File: src/rtl/uart_pkg.sv
// Shared types and helpers for the framed UART transmitter.
package uart_pkg;

  typedef enum logic [1:0] {PAR_NONE, PAR_EVEN, PAR_ODD} parity_e;

  typedef enum logic [2:0] {StIdle, StStart, StData, StParity, StStop} tx_state_e;

  // Bit times per frame: start + payload + optional parity + stop bits.
  function automatic int unsigned frame_len(input int unsigned data_w,
                                            input int unsigned parity,
                                            input int unsigned stop_bits);
    return 32'd1 + data_w + ((parity != 0) ? 32'd1 : 32'd0) + stop_bits;
  endfunction

endpackage

File: src/rtl/uart_sync_fifo.sv
// Synchronous first-word-fall-through FIFO; rd_data shows the head entry while non-empty.
module uart_sync_fifo #(
  parameter int unsigned DATA_W     = 8,
  parameter int unsigned FIFO_DEPTH = 4,
  localparam int unsigned PTR_W     = $clog2(FIFO_DEPTH),
  localparam int unsigned CNT_W     = PTR_W + 1
) (
  input  logic              clk,
  input  logic              rst,
  input  logic              push,
  input  logic              pop,
  input  logic [DATA_W-1:0] wr_data,
  output logic [DATA_W-1:0] rd_data,
  output logic              full,
  output logic              empty,
  output logic [CNT_W-1:0]  count
);

  logic [DATA_W-1:0] mem [FIFO_DEPTH];
  logic [PTR_W-1:0]  wr_ptr_q, rd_ptr_q;
  logic [CNT_W-1:0]  count_q;
  logic              do_push, do_pop;

  assign full    = (count_q == CNT_W'(FIFO_DEPTH));
  assign empty   = (count_q == '0);
  assign count   = count_q;
  assign rd_data = mem[rd_ptr_q];

  // A full FIFO refuses the push even when a pop frees a slot this cycle.
  assign do_push = push & ~full;
  assign do_pop  = pop & ~empty;

  always_ff @(posedge clk) begin
    if (rst) begin
      wr_ptr_q <= '0;
      rd_ptr_q <= '0;
      count_q  <= '0;
    end else begin
      if (do_push) wr_ptr_q <= wr_ptr_q + PTR_W'(1);
      if (do_pop)  rd_ptr_q <= rd_ptr_q + PTR_W'(1);
      unique case ({do_push, do_pop})
        2'b10:   count_q <= count_q + CNT_W'(1);
        2'b01:   count_q <= count_q - CNT_W'(1);
        default: count_q <= count_q;
      endcase
    end
  end

  always_ff @(posedge clk) begin
    if (do_push) mem[wr_ptr_q] <= wr_data;
  end

endmodule

File: src/rtl/uart_tx_framed.sv
// UART transmitter with configurable width, baud divider, parity and stop bits, fed by a
// small FIFO. tx is registered from the current state, so it trails the FSM by one cycle.
module uart_tx_framed
  import uart_pkg::*;
#(
  parameter int unsigned DATA_W       = 8,
  parameter int unsigned CLKS_PER_BIT = 4,
  parameter int unsigned PARITY       = 0,
  parameter int unsigned STOP_BITS    = 1,
  parameter int unsigned FIFO_DEPTH   = 4,
  localparam int unsigned CNT_W       = $clog2(FIFO_DEPTH) + 1
) (
  input  logic              clk,
  input  logic              rst,
  input  logic              in_valid,
  input  logic [DATA_W-1:0] in_data,
  output logic              in_ready,
  output logic              tx,
  output logic              busy,
  output logic [CNT_W-1:0]  fifo_cnt
);

  localparam int unsigned BAUD_W = $clog2(CLKS_PER_BIT + 1);
  localparam int unsigned IDX_W  = $clog2(DATA_W + 1);

  localparam logic [BAUD_W-1:0] BaudLast = BAUD_W'(CLKS_PER_BIT - 1);
  localparam logic [IDX_W-1:0]  DataLast = IDX_W'(DATA_W - 1);
  localparam logic [IDX_W-1:0]  StopLast = IDX_W'(STOP_BITS - 1);
  localparam parity_e           ParMode  = parity_e'(PARITY[1:0]);

  tx_state_e         state_q;
  logic [BAUD_W-1:0] baud_q;
  logic [IDX_W-1:0]  bit_idx_q;
  logic [DATA_W-1:0] shift_q;
  logic              par_bit_q;

  logic              fifo_full, fifo_empty, push, pop, baud_tc, frame_end, word_parity;
  logic [DATA_W-1:0] fifo_rd_data;

  assign in_ready = ~fifo_full;
  assign push     = in_valid & in_ready;
  assign baud_tc  = (baud_q == BaudLast);

  // Last cycle of the final stop bit: the next word may start without an idle gap.
  assign frame_end   = (state_q == StStop) & baud_tc & (bit_idx_q == StopLast);
  assign pop         = ~fifo_empty & ((state_q == StIdle) | frame_end);
  assign word_parity = (^fifo_rd_data) ^ (ParMode == PAR_ODD);

  // Both terms are registers and swap at the same edge on a pop, so busy stays high.
  assign busy = (state_q != StIdle) | ~fifo_empty;

  uart_sync_fifo #(
    .DATA_W    (DATA_W),
    .FIFO_DEPTH(FIFO_DEPTH)
  ) u_fifo (
    .clk    (clk),
    .rst    (rst),
    .push   (push),
    .pop    (pop),
    .wr_data(in_data),
    .rd_data(fifo_rd_data),
    .full   (fifo_full),
    .empty  (fifo_empty),
    .count  (fifo_cnt)
  );

  always_ff @(posedge clk) begin
    if (rst) begin
      state_q   <= StIdle;
      baud_q    <= '0;
      bit_idx_q <= '0;
      shift_q   <= '0;
      par_bit_q <= 1'b0;
      tx        <= 1'b1;
    end else begin
      if (state_q != StIdle) baud_q <= baud_tc ? '0 : baud_q + BAUD_W'(1);

      unique case (state_q)
        StIdle: begin
          tx        <= 1'b1;
          baud_q    <= '0;
          bit_idx_q <= '0;
          if (pop) begin
            shift_q   <= fifo_rd_data;
            par_bit_q <= word_parity;
            state_q   <= StStart;
          end
        end
        StStart: begin
          tx <= 1'b0;
          if (baud_tc) begin
            bit_idx_q <= '0;
            state_q   <= StData;
          end
        end
        StData: begin
          tx <= shift_q[0];
          if (baud_tc) begin
            shift_q <= shift_q >> 1;
            if (bit_idx_q == DataLast) begin
              bit_idx_q <= '0;
              state_q   <= (ParMode == PAR_NONE) ? StStop : StParity;
            end else begin
              bit_idx_q <= bit_idx_q + IDX_W'(1);
            end
          end
        end
        StParity: begin
          tx <= par_bit_q;
          if (baud_tc) begin
            bit_idx_q <= '0;
            state_q   <= StStop;
          end
        end
        StStop: begin
          tx <= 1'b1;
          if (baud_tc) begin
            if (bit_idx_q == StopLast) begin
              bit_idx_q <= '0;
              if (pop) begin
                shift_q   <= fifo_rd_data;
                par_bit_q <= word_parity;
                state_q   <= StStart;
              end else begin
                state_q <= StIdle;
              end
            end else begin
              bit_idx_q <= bit_idx_q + IDX_W'(1);
            end
          end
        end
        default: state_q <= StIdle;
      endcase
    end
  end

`ifndef SYNTHESIS
  a_idle_line_high: assert property (@(posedge clk) disable iff (rst)
    (state_q == StIdle) |-> tx);
  a_cnt_bounded: assert property (@(posedge clk) fifo_cnt <= CNT_W'(FIFO_DEPTH));
  c_full_with_pop: cover property (@(posedge clk) disable iff (rst) fifo_full && pop);
`endif

endmodule

File: config.mk
export PLATFORM = sky130hd
export DESIGN_NAME = uart_tx_framed
export DESIGN_NICKNAME = d
export VERILOG_FILES = /design/src/rtl/uart_pkg.sv /design/src/rtl/uart_sync_fifo.sv /design/src/rtl/uart_tx_framed.sv
export SDC_FILE = /design/constraint.sdc
export NUM_CORES = 1
export LEC_CHECK = 0
export ABC_AREA = 1
export CAP_MARGIN = 20
export CORE_MARGIN = 8
export CORE_UTILIZATION = 30
export DETAILED_ROUTE_END_ITERATION = 8
export HOLD_SLACK_MARGIN = 0.12
export PLACE_DENSITY = 0.48
export SETUP_SLACK_MARGIN = 0.2
export SLEW_MARGIN = 5
export SYNTH_ARGS = -nofsm -noshare
export SYNTH_HDL_FRONTEND = slang
export SYNTH_SLANG_ARGS = --single-unit
File: constraint.sdc
create_clock -name clk -period 6.32 [get_ports clk]
set_input_delay 0.632 -clock clk [delete_from_list [all_inputs] [get_ports clk]]
set_output_delay 0.632 -clock clk [all_outputs]
set_load 0.005 [all_outputs]
==> reports/qor.yml, run 1 <==
status:
  outcome: "finished, final reports clean"
power_and_ir_drop:
  ir_drop_v: 0.000136
  combPwrFrac: 0.446
  p_int_w: 0.000865
  p_switching_w: 0.000637
  seqPwrFrac: 0.363
  netSwitchingFraction: 0.424
  power.leakage_nw: 1.48
  clock_power_share: 0.191
  p_per_area_nw_per_um2: 432
synthesis:
  ys_seq_area_frac: 0.502
  yosys.area.top_type_share: 0.313
  synth_warnings: 0
  synth_area_leaders: "edfxtp_1 (31%), dfxtp_1 (19%), nand2_1 (17%), nor2_1 (3.9%), inv_1 (3.5%)"
  synthCells: 379
  syn_nets: 399
  synth_top_area_cell: "edfxtp_1"
  syn_avg_cell_area_um2: 8.10
  synth_cell_types: 32
  synth_seq_cells: 61
  synth_area_um2: 3070
sta:
  period_needed_ns: 2.25
  rsz0062_at_grt: "false"
  finalSetupViolCount: 0
  timing.hold.ws_ns: 0.440
  finalClockSkew_ns: 0.0133
  period_share: 0.356
  finalMaxSlewViolations: 0
  tns_ns: 0
  fmaxAchievable_mhz: 444
  relSlewSlack: 0.465
  tightest_slew_ns: 0.799
  finalHoldViolations: 0
routing:
  postRouteWirelength_mm: 6.01
  vias: 2304
  viasPerCell: 4.29
  dr.pass1.iters: 4
  drc: 0
  drtAntennaViolNets: 0
  drt_iter0_markers: 117
  wl_per_cell_um: 11.2
floorplanning:
  core_area_um2: 10100
  rows: 37
  die_w_um: 117
  dieHeight_um: 117
  io_pins: 17
  initial_utilization: 0.303
  die_area_um2: 13700
clock_network:
  clk_pin_slew_worst_paths_ns: 0.08
  cts_tree: "built"
  clock_path_buffers: 2
  cts-root-buf: "clkbuf_8"
  cts-htree-levels: 3
  post_cts_buffers: 0
  clk_latency_ns: 0.34
  cts_hold_buf: 0
  cts.sinks: 61
  post_cts_resized: 0
  cts_buffers: 9
critical_path:
  crit_fanout: 5
  crit_type: "reg2out"
  endpoint_kind: "primary output"
  cpLargestDelayFamily: "buffers and inverters"
  path_cells: "inv_1 -> nand3_1 -> nor2_1 -> inv_1 -> clkdlybuf4s50_1"
  crit_slowest_cell: "clkdlybuf4s50_1"
  required_ns: 5.69
  critPathBufInv: 3
  cpPeakStageDelay_ns: 0.44
  arrival_ns: 1.62
  critPathLaunchType: "register"
  r2r-start: "bit_idx_q[0]"
  crit_top_cell: "inv_1"
  cp-startpoint: "u_fifo.count[0]"
finish:
  fillCellCount: 1053
  final_cell_mix: "nand2_1 (138), nor2_1 (32), edfxtp_1 (32)"
  layout_commonest_cell: "nand2_1"
  drive_gt1_frac: 0.112
  area_growth_pct: 13.2
  diodes: 0
  fin_util: 0.343
  fin_nets: 417
min_path:
  hold_start: "baud_q[0]"
  hold_path.class: "reg2reg"
global_route:
  overflow: 0
  grt_usage: 0.0950
  grt_max_degree: 19
  antenna_found_initial: 0
  grt_pass1_vias: 2195
  grt_pass1_wl_mm: 10.1
placed_design:
  gp_congestion: 0.742
  place_hpwl_mm: 4.32
  io_buffers: 16
job:
  max_cap_violations: 0
==> cell usage after synthesis <==
| master | number |
|---|---|
| inv_1 | 29 |
| inv_2 | 5 |
| buf_6 | 3 |
| nor2_1 | 32 |
| fa_1 | 1 |
| xor2_1 | 1 |
| nand3_2 | 3 |
| inv_6 | 1 |
| nand2_4 | 1 |
| nor2_2 | 2 |
| o211ai_1 | 1 |
| nor2_4 | 1 |
| o21a_1 | 3 |
| clkinv_2 | 1 |
| dfxtp_1 | 29 |
| nand4_1 | 1 |
| a21oi_1 | 16 |
| nand2_2 | 15 |
| buf_12 | 1 |
| inv_4 | 1 |
| buf_4 | 1 |
| nand3_1 | 21 |
| a211oi_1 | 2 |
| buf_2 | 3 |
| nand2_1 | 138 |
| ha_1 | 8 |
| o21ai_1 | 2 |
| o21ai_2 | 2 |
| clkbuf_1 | 1 |
| edfxtp_1 | 32 |
| nor3_1 | 2 |
| o21ai_0 | 20 |
==> stage by stage <==
stage                     cell area (µm²)  power, W  setup slack (ns)  instances
after detailed placement             3320   0.00123              3.91        522
after global placement               3320   0.00123              3.90        522
after global routing                 3480   0.00165              3.85        537
final                                3480   0.00150              4.07        537
after floorplan                      3070   0.00108              4.34        379
after CTS                            3480   0.00153              4.03        537
==> layout make-up <==
class                      count  area, µm²  area share
sequential                    61       1540       0.443
tap                          136        170      0.0490
multi-input combinational    272       1300       0.374
timing repair buffer          16        160      0.0461
clock inverter                 5       28.8     0.00828
inverter                      37        148      0.0425
clock buffer                  10        128      0.0367
==> registers in the layout, indices dropped and copies added, names as in the netlist, named ones only <==
name,cells
state_q,3
par_bit_q,1
u_fifo.wr_ptr_q,2
u_fifo.rd_ptr_q,2
bit_idx_q,4
baud_q,3
shift_q,8
u_fifo.mem,32
tx,1
u_fifo.count,3
==> worst paths after layout <==
check	slack [ns]	endpoint	depth (start not counted)
worst max register to register	4.07	u_fifo.count[2]	16
worst min register to register	0.44	baud_q[0]	1
worst min-delay path	0.44	baud_q[0]	1
worst max-delay path	4.07	busy	5
==> layer usage <==
| metal | GRT usage | routed length, µm | up-vias |
|---|---|---|---|
| li1 | - | - | 1257 |
| met1 | 0.113 | 2860 | 1003 |
| met2 | 0.158 | 2830 | 36 |
| met3 | 0.0262 | 218 | 8 |
| met4 | 0.0401 | 99 | 0 |
| met5 | 0 | 0 | - |
==> power groups by stage <==
stage / Combinational, W / Clock [W] / Sequential, W
floorplan: 0.000551 / 0 / 0.000530
global placement: 0.000676 / 0 / 0.000555
detailed placement: 0.000677 / 0 / 0.000555
CTS: 0.000680 / 0.000299 / 0.000547
global route: 0.000783 / 0.000314 / 0.000556
finish: 0.000670 / 0.000287 / 0.000546
==> kinds of logic (layout without fill, tap and decap cells) <==
kind of cell | after synthesis | after routing | share of synthesized area
AO/OA/AOI/OAI | 46 | 46 | 0.0824
XOR/XNOR | 1 | 1 | 0.00285
adder cells (fa/ha/maj) | 9 | 9 | 0.0391
buffers and inverters | 46 | 68 | 0.0742
flip-flops | 61 | 61 | 0.502
AND/OR/NAND/NOR | 216 | 216 | 0.299
Note: power is estimated with default switching activity, not from simulation.
==> run 2, diff against run 1 <==
clock period = 2.1 ns   (was 6.32 ns; I/O delays follow)
==> run 2 against run 1 <==
Compared with the run above:
- combinational power grew to 3.7 times the previous value
- global-route usage is 0.24 points higher
- critical path depth is 9 higher
- clock skew is 0.0054 ns lower
- design area is 7.2% higher
- first-iteration DRC count is 17% lower
- via count is 4.3% higher
- sequential cell count stayed put
- critical endpoint is now u_fifo.count[1]
==> reports/qor.yml, run 2 (synthesized netlist as in run 1, its figures left out) <==
finish:
  drive_gt1_frac: 0.190  # +0.0778
  final_cell_mix: "nand2_1 (135), edfxtp_1 (32), nor2_1 (31)"
  fillCellCount: 1028  # -2.4%
  layout_commonest_cell: "nand2_1"
  diodes: 0  # unchanged
  layoutNonFillerInstCount: 557  # +3.7%
  area_growth_pct: 21.4
  fin_nets: 437  # +4.8%
  reg_top3: "u_fifo.mem: 32 flops, shift_q: 8 flops, bit_idx_q: 4 flops"
  largest_reg_flops: 32  # unchanged
  max_flop_register: "u_fifo.mem"
critical_path:
  reg2reg_depth: 14  # -2
  path_cells: "inv_2 -> ha_4 -> nand2_4 -> nor2_4 -> nand2_1 -> nand2_1 -> nand3_2 -> inv_2 -> ha_4 -> inv_2 -> fa_2 -> nor2_1 -> a21oi_1 -> nor2_1"
  crit_slowest_cell: "fa_2"
  critPathLaunchType: "register"
  cpPeakStageDelay_ns: 0.50  # +0.06 ns
  crit_type: "reg2reg"
  required_ns: 2.33  # -3.36 ns
  endpoint_kind: "register"
  crit_top_cell: "inv_2"
  arrival_ns: 2.13  # +0.51 ns
  crit_fanout: 2  # -3
sta:
  fmaxAchievable_mhz: 526
  finalHoldViolations: 0  # unchanged
  period_share: 0.906
  relSlewSlack: 0.661  # +0.196
  finalSetupViolCount: 0  # unchanged
  tns_ns: 0  # unchanged
  finalClockSkew_ns: 0.00796  # -0.00536 ns
  finalMaxSlewViolations: 0  # unchanged
  rsz0062_at_grt: "true"
  tightest_slew_ns: 0.507  # -0.292 ns
  period_needed_ns: 1.90
routing:
  viasPerCell: 4.31  # +0.51%
  vias: 2402  # +4.3%
  wl_per_cell_um: 11.0  # -2.2%
  drc: 0  # unchanged
  drt_iter0_markers: 97  # -17%
  postRouteWirelength_mm: 6.10  # +1.4%
  drtAntennaViolNets: 0  # unchanged
  dr.pass1.iters: 5  # +1
global_route:
  grt_pass1_vias: 2229  # +1.5%
  grt_pass1_wl_mm: 10.3  # +2.2%
  overflow: 0  # unchanged
  grt_usage: 0.0974  # +0.00238
  grt_max_degree: 18  # -1
  antenna_found_initial: 0  # unchanged
clock_network:
  cts-root-buf: "clkbuf_8"
  cts_hold_buf: 0  # unchanged
  cts_tree: "built"
  clock_path_buffers: 2  # unchanged
  cts-htree-levels: 3  # unchanged
  cts_buffers: 9  # unchanged
  cts.sinks: 61  # unchanged
  clk_pin_slew_worst_paths_ns: 0.07  # about the same
  clk_latency_ns: 0.33  # about the same
power_and_ir_drop:
  ir_drop_v: 0.000599  # +340%
  p_per_area_nw_per_um2: 1380  # +220%
  power.leakage_nw: 1.61  # +8.6%
floorplanning:
  initial_utilization: 0.303  # unchanged
  rows: 37  # unchanged
  die_w_um: 117  # unchanged
  dieHeight_um: 117  # unchanged
  io_pins: 17  # unchanged
  core_area_um2: 10100  # unchanged
  die_area_um2: 13700  # unchanged
placed_design:
  place_hpwl_mm: 4.38  # +1.4%
  dp.cells: 531  # +1.7%
  gp_congestion: 0.781  # +5.2%
  io_buffers: 16  # unchanged
min_path:
  min_path_cells: 1  # unchanged
  hold_path.class: "reg2reg"
job:
  max_cap_violations: 0  # unchanged
status:
  outcome: "finished, final reports clean"
[run 2: cell types whose count changed in the layout (fill, tap and decap cells not counted), sizes merged]
cell,change
clkinvlp,-1
buf,+20
clkinv,-1
bufinv,+2
[run 2: timing repair]
action / in CTS / in global routing
gates resized for setup: 2 / 6
cloned: 0 / 0
pin swaps: 2 / 3
buffers inserted: 7 / 4
setup endpoints to repair: 2 / 4
[run 2: final cells by class]
class                   instances  area (µm²)  area share
clock buffers                  10         128      0.0343
clock inverters                 5        76.3      0.0205
inverters                      37         148      0.0396
multi-input cells             272        1350       0.362
flip-flops and latches         61        1550       0.415
well taps                     136         170      0.0457
repair buffers                 36         310      0.0833
[run 2: path summary, 6_finish.rpt]
path                              startpoint         endpoint  slack (ns)
worst max-delay path            bit_idx_q[1]  u_fifo.count[1]        0.20
worst min-delay path               baud_q[0]        baud_q[0]        0.43
worst min register to register     baud_q[0]        baud_q[0]        0.43
worst max register to register  bit_idx_q[1]  u_fifo.count[1]        0.20
[run 2: through the flow]
stage / power, W / worst slack [ns] / util / hold slack (ns) / instance area (µm²)
floorplan: 0.00333 / 0.172 / - / 0.309 / 3100
global placement: 0.00385 / 0.160 / 0.337 / 0.423 / 3420
detailed placement: 0.00386 / 0.122 / 0.337 / 0.430 / 3420
CTS: 0.00509 / 0.195 / 0.363 / 0.437 / 3680
global route: 0.00563 / 0.0309 / 0.368 / 0.463 / 3730
finish: 0.00516 / 0.198 / 0.368 / 0.430 / 3730
[run 2: power by group]
group / internal, W / switching [W]
Combinational: 0.00100 / 0.00145
Clock: 0.000656 / 0.000433
Sequential: 0.00149 / 0.000129
[run 2: worst max-delay path, delay by kind of cell (launching register included)]
kind	cells	cell delay (ns)
AOI/OAI and AO/OA	1	0.11
adders and majority gates	3	0.77
buffers and inverters	3	0.19
DFF	1	0.33
and+or+nand+nor	7	0.41
[run 2: metal layers]
layer  track usage  up-vias  part of all wire  wire length (µm)
met5             0        -                 0                 0
met2         0.161       24              0.48              2900
li1              -     1295                 -                 -
met3        0.0287        8             0.027               162
met1         0.113     1075              0.48              2940
met4        0.0461        0             0.016               100
==> run 3, diff against run 2 <==
CELL_PAD_IN_SITES_DETAIL_PLACEMENT = 1   (was default)
CELL_PAD_IN_SITES_GLOBAL_PLACEMENT = 1   (was default)
CORE_MARGIN = 2   (was 8)
PLACE_DENSITY = 0.67   (was 0.48)
==> run 3 against run 2 <==
Compared with the run above:
- sequential share of layout area is 0.23 points lower
- wire length is 16% higher
- first-iteration DRC count is 33% lower
- critical path depth stayed put
- sequential cell count stayed put
- register-to-register slack worse by 0.04 ns
- power is 3.3% higher
- clock power is 6% higher
- critical endpoint unchanged
==> reports/qor.yml, run 3 (synthesized netlist as in run 1, its figures left out) <==
status:
  outcome: "finished, final reports clean"
clock_network:
  clk_pin_slew_worst_paths_ns: 0.07  # about the same
  clk_latency_ns: 0.34  # about the same
  cts_hold_buf: 0  # unchanged
  cts-root-buf: "clkbuf_8"
  cts-htree-levels: 3  # unchanged
  cts_tree: "built"
  clock_path_buffers: 2  # unchanged
  cts_buffers: 9  # unchanged
  cts.sinks: 61  # unchanged
floorplanning:
  die_area_um2: 11100  # -19%
  die_w_um: 105  # -10%
  initial_utilization: 0.311  # +0.00841
  io_pins: 17  # unchanged
  dieHeight_um: 105  # -10%
  rows: 36  # -2.7%
  core_area_um2: 9860  # -2.7%
critical_path:
  cpPeakStageDelay_ns: 0.50  # about the same
  arrival_ns: 2.19  # +0.06 ns
  crit_type: "reg2reg"
  critPathLaunchType: "register"
  endpoint_kind: "register"
  crit_slowest_cell: "fa_2"
  cpLargestDelayFamily: "adder cells"
  required_ns: 2.34  # about the same
  crit_fanout: 2  # unchanged
  critPathBufInv: 3  # unchanged
  path_cells: "inv_2 -> ha_4 -> nand2_4 -> nor2_4 -> nand2_2 -> nand2_2 -> nand3_2 -> inv_4 -> ha_4 -> inv_4 -> fa_2 -> nor2_1 -> a21oi_1 -> nor2_1"
job:
  max_cap_violations: 0  # unchanged
finish:
  diodes: 0  # unchanged
  largest_reg_flops: 32  # unchanged
  stdcell_area_um2: 3740  # +0.47%
  drive_gt1_frac: 0.204  # +0.0143
  fin_nets: 436  # -0.23%
  fin_util: 0.380  # +0.0120
  reg_top3: "u_fifo.mem: 32 flops, shift_q: 8 flops, bit_idx_q: 4 flops"
  layout_commonest_cell: "nand2_1"
  fillCellCount: 1187  # +15%
  final_cell_mix: "nand2_1 (133), edfxtp_1 (32), nor2_1 (29)"
  area_growth_pct: 22.0
  max_flop_register: "u_fifo.mem"
sta:
  timing.hold.ws_ns: 0.440  # +0.00914 ns
  finalMaxSlewViolations: 0  # unchanged
  relSlewSlack: 0.617  # -0.0448
  finalSetupViolCount: 0  # unchanged
  finalClockSkew_ns: 0.00660  # -0.00136 ns
  period_share: 0.927  # +0.0214
  tightest_slew_ns: 0.574  # +0.0671 ns
  rsz0062_at_grt: "true"
  finalHoldViolations: 0  # unchanged
  period_needed_ns: 1.95  # +0.0450 ns
  fmaxAchievable_mhz: 514  # -2.3%
global_route:
  met1_usage: 0.165  # +0.0520
  antenna_found_initial: 0  # unchanged
  grt_usage: 0.133  # +0.0358
  grt_pass1_wl_mm: 11.7  # +13%
  overflow: 0  # unchanged
  met2_usage: 0.219  # +0.0579
  top_usage_layer: "met2"
  grt_max_degree: 18  # unchanged
  grt_util_met3: 0.0318  # +0.00308
  grt_pass1_vias: 2544  # +14%
routing:
  vias: 2488  # +3.6%
  drc: 0  # unchanged
  wl_per_cell_um: 12.8  # +16%
  drtAntennaViolNets: 0  # unchanged
  postRouteWirelength_mm: 7.07  # +16%
  dr.pass1.iters: 3  # -2
  drt_iter0_markers: 65  # -33%
  viasPerCell: 4.49  # +4.1%
power_and_ir_drop:
  ir_drop_v: 0.000622  # +4.0%
  p_per_area_nw_per_um2: 1420  # +2.8%
  power.leakage_nw: 1.61  # +0.33%
placed_design:
  place_hpwl_mm: 4.99  # +14%
  gp_congestion: 0.765  # -2.0%
  io_buffers: 16  # unchanged
  placed_cell_area_um2: 3420  # -0.11%
min_path:
  hold_path.class: "reg2reg"
[run 3: cell types whose count changed in the layout (fill, tap and decap cells not counted), sizes merged]
cell / before / now
buf: 20 / 19
clkbuf: 10 / 9
clkinv: 3 / 4
clkinvlp: 1 / 2
[run 3: layout make-up]
type                            count  area (µm²)  area share
Multi-Input combinational cell    272        1360       0.364
Sequential cell                    61        1550       0.413
Timing Repair Buffer               35         303      0.0809
Clock buffer                        9         124      0.0331
Inverter                           37         153      0.0408
Tap cell                          133         166      0.0445
Clock inverter                      7        90.1      0.0241
[run 3: what timing repair did]
item                                    in CTS  in global routing
endpoints found under the setup margin       2                  3
cloned                                       0                  0
endpoints found under the hold margin        0                  0
buffers inserted                             7                  3
pin swaps                                    3                  1
gates resized for setup                      4                 10
[run 3: path summary, 6_finish.rpt]
path,from,end,slack (ns),cells after the start
setup / recovery,bit_idx_q[1],u_fifo.count[1],0.15,14
hold / removal,baud_q[0],baud_q[0],0.44,1
setup reg to reg,bit_idx_q[1],u_fifo.count[1],0.15,14
hold reg to reg,baud_q[0],baud_q[0],0.44,1
[run 3: through the flow]
stage               setup slack (ns)  cells  setup TNS (ns)  power, W
global route                 -0.0230    554         -0.0230   0.00581
finish                         0.153    554               0   0.00533
floorplan                      0.172    379               0   0.00333
global placement               0.149    528               0   0.00384
detailed placement            0.0984    528               0   0.00392
CTS                            0.162    551               0   0.00525
[run 3: power breakdown]
part / total (W) / switching, W / leakage (nW) / internal (W)
Combinational: 0.00258 / 0.00156 / 0.973 / 0.00101
Clock: 0.00115 / 0.000486 / 0.105 / 0.000661
Sequential: 0.00160 / 0.000117 / 0.533 / 0.00148
Total: 0.00533 / 0.00217 / 1.61 / 0.00316
[run 3: metal layers]
layer	vias up	routed length, µm
met1	1168	3350
met4	0	130
met5	-	0
met3	11	146
li1	1290	-
met2	19	3440
==> RTL change, RTL diff (config.mk and constraints of run 3) <==
Compare `bit_idx_q` against `DataLast` with >= in place of ==.
--- a/src/rtl/uart_tx_framed.sv
+++ b/src/rtl/uart_tx_framed.sv
@@ -97,7 +97,7 @@
           tx <= shift_q[0];
           if (baud_tc) begin
             shift_q <= shift_q >> 1;
-            if (bit_idx_q == DataLast) begin
+            if (bit_idx_q >= DataLast) begin
               bit_idx_q <= '0;
               state_q   <= (ParMode == PAR_NONE) ? StStop : StParity;
             end else begin
Check against the original RTL: same outputs for any inputs over 10 cycles, from zero or initial values and one cycle with rst high; that may be too few to reach the edited logic, so the function may still have changed.
==> RTL change against run 3 <==
- setup slack gained 0.020 ns
- design area shrank 1.8%
- critical path depth shrank 1
- sequential share of layout area grew 0.93 points
- wire length shrank 2.0%
- area after synthesis shrank 2.9%
- sequential cell count is the same
- total power shrank 7.9%
- critical endpoint is now u_fifo.count[2]$_SDFFE_PP0P_
- largest cell class unchanged
==> RTL change: results (changes against run 3) <==
stage;metric;value;unit;change
cells_and_area;FILL cells;1176;;-0.93%
drt;met2 routed WL;3.32;mm;-3.4%
yosys;Synth area leaders;edfxtp_1 (32%), dfxtp_1 (19%), nand2_1 (16%);;
power_and_ir_drop;LEAKAGE;0.00153;µW;-5.3%
cts;Reg clk slew, reported paths;0.08;ns;
global_route;largest net degree at the start of global routing;18;;unchanged
yosys;Synth top cells by count;nand2_1 (131), edfxtp_1 (32), nand3_1 (32);;
cts;H-tree Lvls;3;;unchanged
worst_hold_path;WHS Path Cells;1;;unchanged
placed_design;IO buf count;16;;unchanged
cts;CTS Buf Count;9;;unchanged
yosys;Yosys Warn Count;0;;unchanged
global_route;first-pass GRT wire length;11.5;mm;-1.5%
timing;clock skew;0.0123;ns;+0.00568 ns
critical_path;Worst Path Max Fanout;2;;unchanged
global_route;gr usage total;13.3;%;-0.045 points
cells_and_area;biggest regs;u_fifo.mem x32, shift_q x8, bit_idx_q x4;;
power_and_ir_drop;maximum VDD drop;0.428;mV;-31%
cells_and_area;share of cells above drive strength 1;18.3;%;-2.1 points
placed_design;HPWL after DPL;4.88;mm;-2.3%
drt;WL final;6.93;mm;-2.0%
cts;CTS Buffer Depth;2;;unchanged
cts;Root Driver;clkbuf_8;;
critical_path;Worst Reg-to-Reg Cells;13;;-1
worst_hold_path;worst hold-check path type;register to register;;
yosys;register area share after synthesis;51.7;%;+1.5 points
cells_and_area;number of antenna diodes;0;;unchanged
yosys;Post-Syn Nets;378;;-5.3%
cts;Clk Latency, worst-skew pair;0.34;ns;about the same
yosys;Post-synth top flop;edfxtp_1;;
cells_and_area;NumNets Final;413;;-5.3%
outcome;status;finished, final reports clean;;
drt;Initial DRT Pass Iterations;4;;+1
global_route;vias in the first global route;2470;;-2.9%
global_route;initial antenna violation count;0;;unchanged
yosys;Post-synth EDFFs;32;;unchanged
drt;met1 wire length;3.34;mm;-0.27%
drt;DR top layer;met4;;
drt;1st-iter DRT viols;54;;-17%
timing;Rel. slew slack;68.5;%;+6.8 points
yosys;synth unique cells;30;;-6.3%
yosys;asr flop ratio synth;0;%;unchanged
drt;routed wl met3;180;µm;+23%
drt;Via density;4.54;;+1.1%
critical_path;Worst EP arrival;2.21;ns;+0.02 ns
placed_design;routability cong.;0.795;;+3.9%
placed_design;Area after DPL;3350;µm²;-1.8%
timing;Final Setup Violations;0;;unchanged
==> RTL change: cell types whose count changed after synthesis, moves of 3 or more <==
cell / delta
a21oi_1: +7
nor2_1: -13
nand3_1: +11
nand2_1: -7
nand3_2: -3
nand2_4: +3
o21ai_0: -4
nand2_2: -14
==> RTL change: timing repair <==
item | in CTS | in global routing
gates resized for setup | 17 | 5
setup endpoints to repair | 3 | 4
pin swaps | 9 | 7
setup buffers | 5 | 2
==> RTL change: per-stage QoR <==
stage          setup slack [ns]  cells  util, %  total power [µW]
3_5_place_dp             0.0404    508     34.5              3710
5_1_grt                  0.0680    531     37.8              5320
4_1_cts                   0.116    529     37.5              4900
2_1_floorplan             0.190    358        -              3120
3_3_place_gp              0.101    508     34.5              3630
6_report                  0.173    531     37.8              4900
==> RTL change: final timing paths <==
check,from,slack [ns],endpoint
min,baud_q[0]$_SDFFE_PP0N_,0.43,baud_q[0]$_SDFFE_PP0N_
max reg2reg,baud_q[1]$_SDFFE_PP0N_,0.17,u_fifo.count[2]$_SDFFE_PP0P_
max,baud_q[1]$_SDFFE_PP0N_,0.17,u_fifo.count[2]$_SDFFE_PP0P_
min reg2reg,baud_q[0]$_SDFFE_PP0N_,0.43,baud_q[0]$_SDFFE_PP0N_
==> RTL change: critical path: stages, from the launching register on <==
cell and delay, ns:
dfxtp_1 0.32, ha_2 0.20, nand2_4 0.07, inv_2 0.04, nor2_4 0.09, nor2_2 0.05
nand2_4 0.08, inv_4 0.04, ha_4 0.15, fa_2 0.34, a21oi_2 0.14, o21a_1 0.16
o21ai_2 0.06, a21oi_1 0.11
==> RTL change: final cells by class <==
cell class / instances / area [µm²] / area share (%)
sequential: 61 / 1550 / 42.2
multi-input combinational: 255 / 1340 / 36.4
timing repair buffer: 33 / 288 / 7.83
clock buffer: 12 / 176 / 4.80
tap: 133 / 166 / 4.53
inverter: 33 / 131 / 3.57
clock inverter: 4 / 26.3 / 0.715
==> RTL change: cells by family after synthesis <==
kind of cell / Yosys count / share of synthesized area (%)
and+or+nand+nor: 199 / 29.5
DFF: 61 / 51.7
xor gates and xnor gates: 1 / 0.294
AOI/OAI and AO/OA: 46 / 8.18
buffers and inverters: 42 / 6.34
adders and majority gates: 9 / 4.03
==> RTL change: power by group <==
| part | switching [µW] | total (µW) | internal, µW |
|---|---|---|---|
| clock network | 502 | 1070 | 567 |
| registers | 164 | 1670 | 1510 |
| logic | 1310 | 2160 | 849 |
| total | 1980 | 4900 | 2920 |
==> RTL change: metal layers <==
metal  global-route usage [%]  vias up
li1                         -     1236
met1                     16.2     1142
met2                     22.9       25
met3                     2.96        9
met4                     4.92        0
met5                        0        -
